## config.mk

```make
export PLATFORM = sky130hd
export DESIGN_NAME = rr_mux_arbiter
export DESIGN_NICKNAME = d
export VERILOG_FILES = /design/src/rtl/rr_mux_arbiter.sv
export SDC_FILE = /design/constraint.sdc
export NUM_CORES = 1
export LEC_CHECK = 0
export ABC_AREA = 1
export CAP_MARGIN = 15
export CORE_MARGIN = 2
export CORE_UTILIZATION = 35
export CTS_CLUSTER_SIZE = 16
export DETAILED_ROUTE_END_ITERATION = 10
export SLEW_MARGIN = 20
export SYNTH_ARGS = -nofsm -noshare
export SYNTH_HDL_FRONTEND = slang
export SYNTH_SLANG_ARGS = --single-unit
```

## constraint.sdc

```tcl
create_clock -name clk -period 7.5 [get_ports clk]
set_clock_uncertainty 0.1 [all_clocks]
set_input_delay 1.125 -clock clk [delete_from_list [all_inputs] [get_ports clk]]
set_output_delay 1.125 -clock clk [all_outputs]
set_load 0.05 [all_outputs]
```

## src/rtl/rr_mux_arbiter.sv

```systemverilog
// Round-robin arbiter for eight requesters sharing one 1-bit lane.
// It bounds each grantee's burst and registers the selected data bit with its source tag.
module rr_mux_arbiter #(
    parameter int HOLD_MAX = 16,
    parameter int CNT_W    = 8
) (
    input  logic       clk,
    input  logic       rst_n,
    input  logic [7:0] req,
    input  logic [7:0] dat,
    output logic [7:0] grant,
    output logic [2:0] sel,
    output logic       grant_valid,
    output logic       out,
    output logic       out_valid,
    output logic [2:0] out_src
);

    // Handshake: grant_valid=1 means the requester at index sel owns the lane this cycle.
    // out_valid=1 means out/out_src carry the bit that the owner drove one cycle earlier.
    // No ready input exists; the consumer must accept every out_valid beat.
    typedef enum logic {IDLE, GRANT} state_t;

    localparam logic [CNT_W-1:0] LAST_CNT = CNT_W'(HOLD_MAX - 1);

    state_t           state;
    logic [CNT_W-1:0] hold_cnt;
    logic [2:0]       ptr;

    logic       release_now;
    logic [2:0] arb_base;
    logic [2:0] idx;
    logic [2:0] win;
    logic       win_found;

    // On release, the scan starts just past the owner, so the owner keeps only lowest priority.
    always_comb begin
        release_now = !req[sel] || (hold_cnt == LAST_CNT);
        arb_base    = (state == GRANT) ? sel + 3'd1 : ptr;
        idx         = '0;
        win         = '0;
        win_found   = 1'b0;
        for (int i = 0; i < 8; i++) begin
            idx = arb_base + 3'(i);
            if (!win_found && req[idx]) begin
                win       = idx;
                win_found = 1'b1;
            end
        end
    end

    always_ff @(posedge clk or negedge rst_n) begin
        if (!rst_n) begin
            state       <= IDLE;
            hold_cnt    <= '0;
            ptr         <= '0;
            grant       <= '0;
            sel         <= '0;
            grant_valid <= 1'b0;
        end else begin
            case (state)
                IDLE: begin
                    if (win_found) begin
                        state       <= GRANT;
                        grant       <= 8'(1) << win;
                        sel         <= win;
                        grant_valid <= 1'b1;
                        hold_cnt    <= '0;
                    end
                end
                GRANT: begin
                    if (!release_now) begin
                        hold_cnt <= hold_cnt + CNT_W'(1);
                    end else begin
                        ptr <= sel + 3'd1;
                        if (win_found) begin
                            grant    <= 8'(1) << win;
                            sel      <= win;
                            hold_cnt <= '0;
                        end else begin
                            state       <= IDLE;
                            grant       <= '0;
                            grant_valid <= 1'b0;
                            hold_cnt    <= '0;
                        end
                    end
                end
                default: state <= IDLE;
            endcase
        end
    end

    always_ff @(posedge clk or negedge rst_n) begin
        if (!rst_n) begin
            out       <= 1'b0;
            out_valid <= 1'b0;
            out_src   <= '0;
        end else begin
            out       <= dat[sel];
            out_valid <= grant_valid;
            out_src   <= sel;
        end
    end

endmodule
```

==> qor.tcl, run 1 <==
set qor(drive_gt1_frac) 0.09535
set qor(cp-start-kind) {flip-flop}
set qor(global_route.usage.total) 0.1870
set qor(maxSlewHeadroom) 0.6518
set qor(cts_hold_fix_bufs) 0
set qor(count_of_routing_violations_after_the_opening_detailed_route_iteration) 207
set qor(die-area_sq_um) 7805
set qor(layout_nets) 452
set qor(setup_tns_ps) 0
set qor(cts.repair_timing.setup_buffer_count) 0
set qor(dr_total_vias) 2680
set qor(hold_end) {out_valid$_DFF_PN0_}
set qor(synth_enable_flop_cells) 0
set qor(cts_inserted_buffers) 5
set qor(netlist_instances) 395
set qor(core_region_area_sq_um) 6832
set qor(mappedNetlistNets) 418
set qor(ff2ff_path_depth) 17
set qor(synthTopCellsByCount) {nand2_1 (133), nand3_1 (77), inv_1 (36)}
set qor(detailed_place_hpwl_um) 5097
set qor(critPathRequiredTime_ps) 7610
set qor(criticalPathCategory) {flip-flop to flip-flop}
set qor(sequential_cell_area_sq_um) 725.7
set qor(worst_path_slowest_cell) {dfrtp_1}
set qor(multiInputGateArea_sq_um) 1539
set qor(total_global_routing_overflow) 0
set qor(postSynth.topFlopCell) {dfrtp_1}
set qor(firstDrtPassIters) 4
set qor(max_cap_violations) 0
set qor(timing.critical_path.cells) {ha_1, nand2_1, nand2_2, inv_2, ha_1, inv_1, nand3_1, nand2_1, o21ai_1, nor2_1, ha_1, nor2_1, nand3_1, nor3_1, nand3_1, xor2_1, nor2_1}
set qor(synth_seq_cells) 29
set qor(grt_first_pass_wirelength_um) 11670
set qor(synth.distinct_cells) 34
set qor(ctsHtreeMaxLevel) 2
set qor(synth_largest_area_cell) {dfrtp_1}
set qor(tritoncts) {done}
set qor(core.rowCount) 30
set qor(max_freq_mhz) 247.7
set qor(worstHoldStart) {grant_valid$_DFFE_PN0P_}
set qor(timing.critical_path.to_type) {flip-flop}
set qor(cts.clk_slew.worst_paths_ps) 70
set qor(most_common_cell_in_the_netlist) {nand2_1}
set qor(ff2ff_setup_slack_ps) 3460
set qor(grt_antenna_before_repair) 0
set qor(place.port_buffers) 34
set qor(clockBufferDepth) 2
set qor(num_antenna_cells) 0
set qor(synth.area.top_cells) {dfrtp_1 (29%), nand2_1 (20%), nand3_1 (15%)}
set qor(hold_violations) 0
set qor(regToRegEndpoint) {hold_cnt[7]$_DFFE_PN0P_}
set qor(fill_cells) 739
set qor(critPathMaxFanout) 16
set qor(drtAntennaViolNets) 0
set qor(share_of_flip_flops_with_an_asynchronous_set_or_reset) 1.000
set qor(area_growth_syn_to_fin_pct) 21.36
set qor(post_cts_resized) 0
set qor(timing.final.crit_share) 0.5384
set qor(clk-insertion-delay-late_ps) 280
set qor(residual_drc_count) 0
set qor(numClockSinks) 29
set qor(critical_path_arrival_ps) 4150
set qor(die_h_um) 88.35
set qor(synth_warnings) 0
set qor(floorplan.io_pins) 35
set qor(drt-vias-per-instance) 5.095
set qor(final_setup_violations) 0
set qor(grt_max_degree) 30
set qor(grt_setup_unrepaired) {no}
set qor(routability_congestion_estimate_from_global_placement) 0.9218
set qor(die-width_um) 88.35
set qor(syn-mean-instance-area_sq_um) 6.304
set qor(grt_pass1_vias) 2598
set qor(ys_seq_area_frac) 0.2915
set qor(worst_r2r_startpoint) {sel[0]$_DFFE_PN0P_}
set qor(report.final.slew_viol_count) 0
set qor(postRouteWirelength_um) 6667
set qor(holdCritPathClass) {flip-flop to flip-flop}
set qor(worst_hold_path_cell_count) 0
set qor(starting_utilization_of_the_core_area) 0.3645
set qor(clock-root-buffer) {clkbuf_8}
set qor(transition_time_at_the_pin_with_the_least_slew_margin_ps) 518.8
set qor(avgRoutedWirePerCell_um) 12.67
set qor(mappedNetlistArea_sq_um) 2490
set qor(status) {complete, no violations}
set qor(synth_top_cell_area_share) 0.2915
set qor(timing.critical_path.slowest_cell_delay_ps) 640
set qor(period_minus_slack_ps) 4038
==> cells by family (layout without fill, tap and decap cells) <==
| group | count (synthesis) | in the layout | share of synthesized area |
|---|---|---|---|
| fa+ha+maj | 5 | 5 | 0.02513 |
| compound gates | 28 | 28 | 0.06483 |
| simple gates | 278 | 278 | 0.5176 |
| xor+xnor | 3 | 3 | 0.01055 |
| buf+inv | 52 | 87 | 0.09045 |
| flops | 29 | 29 | 0.2915 |
==> final cells by class <==
cell class,instances,area share
tap,96,0.03975
inverter,44,0.05590
timing repair buffer,35,0.1151
clock inverter,2,0.01242
clock buffer,6,0.02733
sequential,29,0.2402
multi-input combinational,314,0.5093
==> metrics by stage <==
stage               setup slack, ps  hold slack, ps  std cells  utilization  area [sq um]
floorplan                      3904           362.0        395            -          2490
global placement               3550           291.8        518       0.4247          2902
detailed placement             3498           300.9        518       0.4247          2902
CTS                            3482           311.3        526       0.4423          3022
global route                   2966           324.6        526       0.4423          3022
finish                         3462           304.4        526       0.4423          3022
==> state kept, by name, indices dropped and copies added, names as in the netlist, 3 cells and up <==
register / flops
grant: 8
hold_cnt: 8
out_src: 3
ptr: 3
sel: 3
==> layer usage <==
metal / wire (um) / up-vias / track usage
li1: - / 1358 / -
met1: 3157 / 1234 / 0.2494
met2: 3022 / 73 / 0.3042
met3: 341 / 15 / 0.02985
met4: 146 / 0 / 0.07300
met5: 0 / - / 0
==> cell usage in the layout (no fill, tap or decap), types with 2 or more instances in the layout <==
cell type | synthesis | layout
nand2_2 | 12 | 12
inv_1 | 36 | 36
a21oi_1 | 5 | 5
nor3_1 | 4 | 4
nand3_2 | 3 | 3
clkbuf_8 | 0 | 6
nand2_1 | 133 | 133
nand2_4 | 2 | 2
ha_1 | 5 | 5
o22ai_1 | 2 | 2
nand3_1 | 77 | 77
nor2_2 | 3 | 3
clkdlybuf4s50_1 | 0 | 34
xor2_1 | 2 | 2
inv_2 | 6 | 6
nor2_1 | 31 | 31
o21ai_0 | 13 | 13
nand4_1 | 8 | 8
o21ai_1 | 4 | 4
dfrtp_1 | 29 | 29
==> worst max-delay path, delay by kind of cell (launching register included) <==
kind,cells,cell delay [ps]
simple gates,10,1360
fa+ha+maj,3,840
flops,1,640
compound gates,1,470
buf+inv,2,380
xor+xnor,1,160
==> how the worst max path moves through the flow <==
stage	from	endpoint	slack (ps)	cells past startpoint
floorplan	sel[0]$_DFFE_PN0P_	hold_cnt[7]$_DFFE_PN0P_	3900	22
global placement	req[4]	hold_cnt[7]$_DFFE_PN0P_	3550	15
detailed placement	sel[0]$_DFFE_PN0P_	hold_cnt[7]$_DFFE_PN0P_	3500	21
CTS	sel[0]$_DFFE_PN0P_	hold_cnt[7]$_DFFE_PN0P_	3480	21
global route	sel[0]$_DFFE_PN0P_	hold_cnt[7]$_DFFE_PN0P_	2970	17
finish	sel[0]$_DFFE_PN0P_	hold_cnt[7]$_DFFE_PN0P_	3460	17
Power of run 1 is not shown: default switching activity piles up to over one toggle a cycle in this logic, so the estimate is an artifact.
==> run 2: changes to the inputs <==
==> constraint.sdc (replaced) <==
create_clock -name clk -period 3.6 [get_ports clk]
set_clock_uncertainty 0.1 [all_clocks]
set_input_delay 0.54 -clock clk [delete_from_list [all_inputs] [get_ports clk]]
set_output_delay 0.54 -clock clk [all_outputs]
set_load 0.05 [all_outputs]
==> run 2 against run 1 <==
Sequential cell count stayed put. Critical path type unchanged. Setup slack got worse by 3200 ps. Maximum frequency rose by 22%. Count of clock-buffer cells in the layout decreased by 1. Wire length grew 3.0%. Via count shrank 0.56%. Largest cell class unchanged. Register-to-register slack got worse by 3200 ps. Worst hold slack improved by 16 ps. Non-clock buffer count up 8. First-iteration DRC count shrank 42%. Core utilization increased by 0.71 points. Critical path depth rose by 4.
==> qor.tcl, run 2 (synthesized netlist as in run 1, its figures left out) <==
set qor(timing.critical_path.to_type) {flip-flop}
set qor(tritoncts) {done}
set qor(drtAntennaViolNets) 0 ;# unchanged
set qor(cts_inserted_buffers) 5 ;# unchanged
set qor(core_region_area_sq_um) 6832 ;# unchanged
set qor(detailed_place_hpwl_um) 5343 ;# +4.8%
set qor(drive_gt1_frac) 0.1256 ;# +0.03022
set qor(final_setup_violations) 0 ;# unchanged
set qor(critical_path_arrival_ps) 3370 ;# -780 ps
set qor(grt_max_degree) 30 ;# unchanged
set qor(routability_congestion_estimate_from_global_placement) 0.9826 ;# +6.6%
set qor(num_antenna_cells) 0 ;# unchanged
set qor(final_cells) 534 ;# +1.5%
set qor(floorplan.io_pins) 35 ;# unchanged
set qor(setup_tns_ps) 0 ;# unchanged
set qor(cp-start-kind) {flip-flop}
set qor(firstDrtPassIters) 4 ;# unchanged
set qor(timing.final.crit_share) 0.9176 ;# +0.3792
set qor(critPathRequiredTime_ps) 3670 ;# -3940 ps
set qor(numClockSinks) 29 ;# unchanged
set qor(grt_setup_unrepaired) {no}
set qor(grt_first_pass_wirelength_um) 12240 ;# +4.9%
set qor(dr_total_vias) 2665 ;# -0.56%
set qor(criticalPathCategory) {flip-flop to flip-flop}
set qor(count_of_routing_violations_after_the_opening_detailed_route_iteration) 120 ;# -42%
set qor(maxSlewHeadroom) 0.6643 ;# +0.01246
set qor(final_design_area_no_fill_sq_um) 3070 ;# +1.6%
set qor(transition_time_at_the_pin_with_the_least_slew_margin_ps) 502.0 ;# -16.78 ps
set qor(clock-root-buffer) {clkbuf_8}
set qor(ctsHtreeMaxLevel) 2 ;# unchanged
set qor(global_route.usage.total) 0.1986 ;# +0.01165
set qor(status) {complete, no violations}
set qor(max_cap_violations) 0 ;# unchanged
set qor(critPathMaxFanout) 15 ;# -1
set qor(max_freq_mhz) 302.7 ;# +22%
set qor(holdCritPathClass) {flip-flop to flip-flop}
set qor(period_minus_slack_ps) 3303 ;# -734.4 ps
set qor(placedInstanceArea_sq_um) 2962 ;# +2.1%
set qor(dpl_cells) 526 ;# +1.5%
set qor(total_global_routing_overflow) 0 ;# unchanged
set qor(clk-insertion-delay-late_ps) 280 ;# about the same
set qor(hold_violations) 0 ;# unchanged
set qor(die-width_um) 88.35 ;# unchanged
set qor(postRouteWirelength_um) 6865 ;# +3.0%
set qor(report.final.slew_viol_count) 0 ;# unchanged
set qor(mostFrequentLayoutCells) {nand2_1 (133), nand3_1 (77), inv_1 (36), clkdlybuf4s50_1 (34), nor2_1 (30)}
set qor(core.rowCount) 30 ;# unchanged
set qor(clockBufferDepth) 2 ;# unchanged
set qor(grt_pass1_vias) 2678 ;# +3.1%
set qor(avgRoutedWirePerCell_um) 12.86 ;# +1.4%
set qor(residual_drc_count) 0 ;# unchanged
set qor(cts.clk_slew.worst_paths_ps) 60 ;# about the same
set qor(mostFrequentLayoutCell) {nand2_1}
set qor(place.port_buffers) 34 ;# unchanged
set qor(starting_utilization_of_the_core_area) 0.3645 ;# unchanged
set qor(die_h_um) 88.35 ;# unchanged
set qor(grt_antenna_before_repair) 0 ;# unchanged
set qor(layout_nets) 460 ;# +1.8%
set qor(die-area_sq_um) 7805 ;# unchanged
set qor(top_regs) {grant (8), hold_cnt (8)}
set qor(area_growth_syn_to_fin_pct) 23.32
set qor(drt-vias-per-instance) 4.991 ;# -2.0%
## run 2: final cells by class
cell class / instances / area, sq um
Clock buffer: 5 / 68.82
Clock inverter: 3 / 17.52
Fill cell: 760 / 3761
Inverter: 44 / 168.9
Multi-Input combinational cell: 314 / 1556
Sequential cell: 29 / 726.9
Tap cell: 96 / 120.1
Timing Repair Buffer: 43 / 411.6
## run 2: worst paths after layout
check / slack, ps / cells after the start / from / to
worst max-delay path: 300 / 21 / sel[0]$_DFFE_PN0P_ / hold_cnt[7]$_DFFE_PN0P_
max in group asynchronous: 2580 / 2 / rst_n / state$_DFF_PN0_
worst min-delay path: 320 / 0 / grant_valid$_DFFE_PN0P_ / out_valid$_DFF_PN0_
worst max register to register: 300 / 21 / sel[0]$_DFFE_PN0P_ / hold_cnt[7]$_DFFE_PN0P_
min in group asynchronous: 530 / 2 / rst_n / hold_cnt[6]$_DFFE_PN0P_
worst min register to register: 320 / 0 / grant_valid$_DFFE_PN0P_ / out_valid$_DFF_PN0_
## run 2: per-layer routing
| layer | routed length, um | GRT usage | up-vias |
|---|---|---|---|
| met3 | 322 | 0.02332 | 17 |
| met2 | 3136 | 0.3295 | 80 |
| met5 | 0 | 0 | - |
| met1 | 3225 | 0.2638 | 1197 |
| li1 | - | - | 1371 |
| met4 | 180 | 0.07989 | 0 |
## run 2: critical path: stages (launching register included)
cell and delay, ps:
dfrtp_1 380, ha_1 310, nand2_1 80, nand2_2 60, buf_4 190, ha_1 240, inv_1 70, nand2_1 50
nand2_1 150, nand2_1 90, nand2_2 110, nand3_4 110, nor2_8 150, nand4_4 130, nor2_2 160, ha_2 230
nor2_1 70, nand3_1 130, nor3_2 70, nand3_1 90, xor2_1 150, nor2_1 60
## run 2: metrics by stage
stage                 util  hold WS [ps]  worst slack [ps]
finish              0.4495         320.1             296.7
CTS                 0.4462         326.6             135.7
floorplan                -         144.4             3.746
global route        0.4495         347.7             47.82
global placement    0.4335         302.6             208.6
detailed placement  0.4335         303.1             168.8
## run 2: what timing repair did
item                                   4_1_cts  5_1_grt
setup buffers                                0        0
endpoints found under the hold margin        0        0
setup endpoints to repair                    0        5
resized for setup                            0        7
hold buffers                                 0        0
Power of run 2 is left out for the same reason.
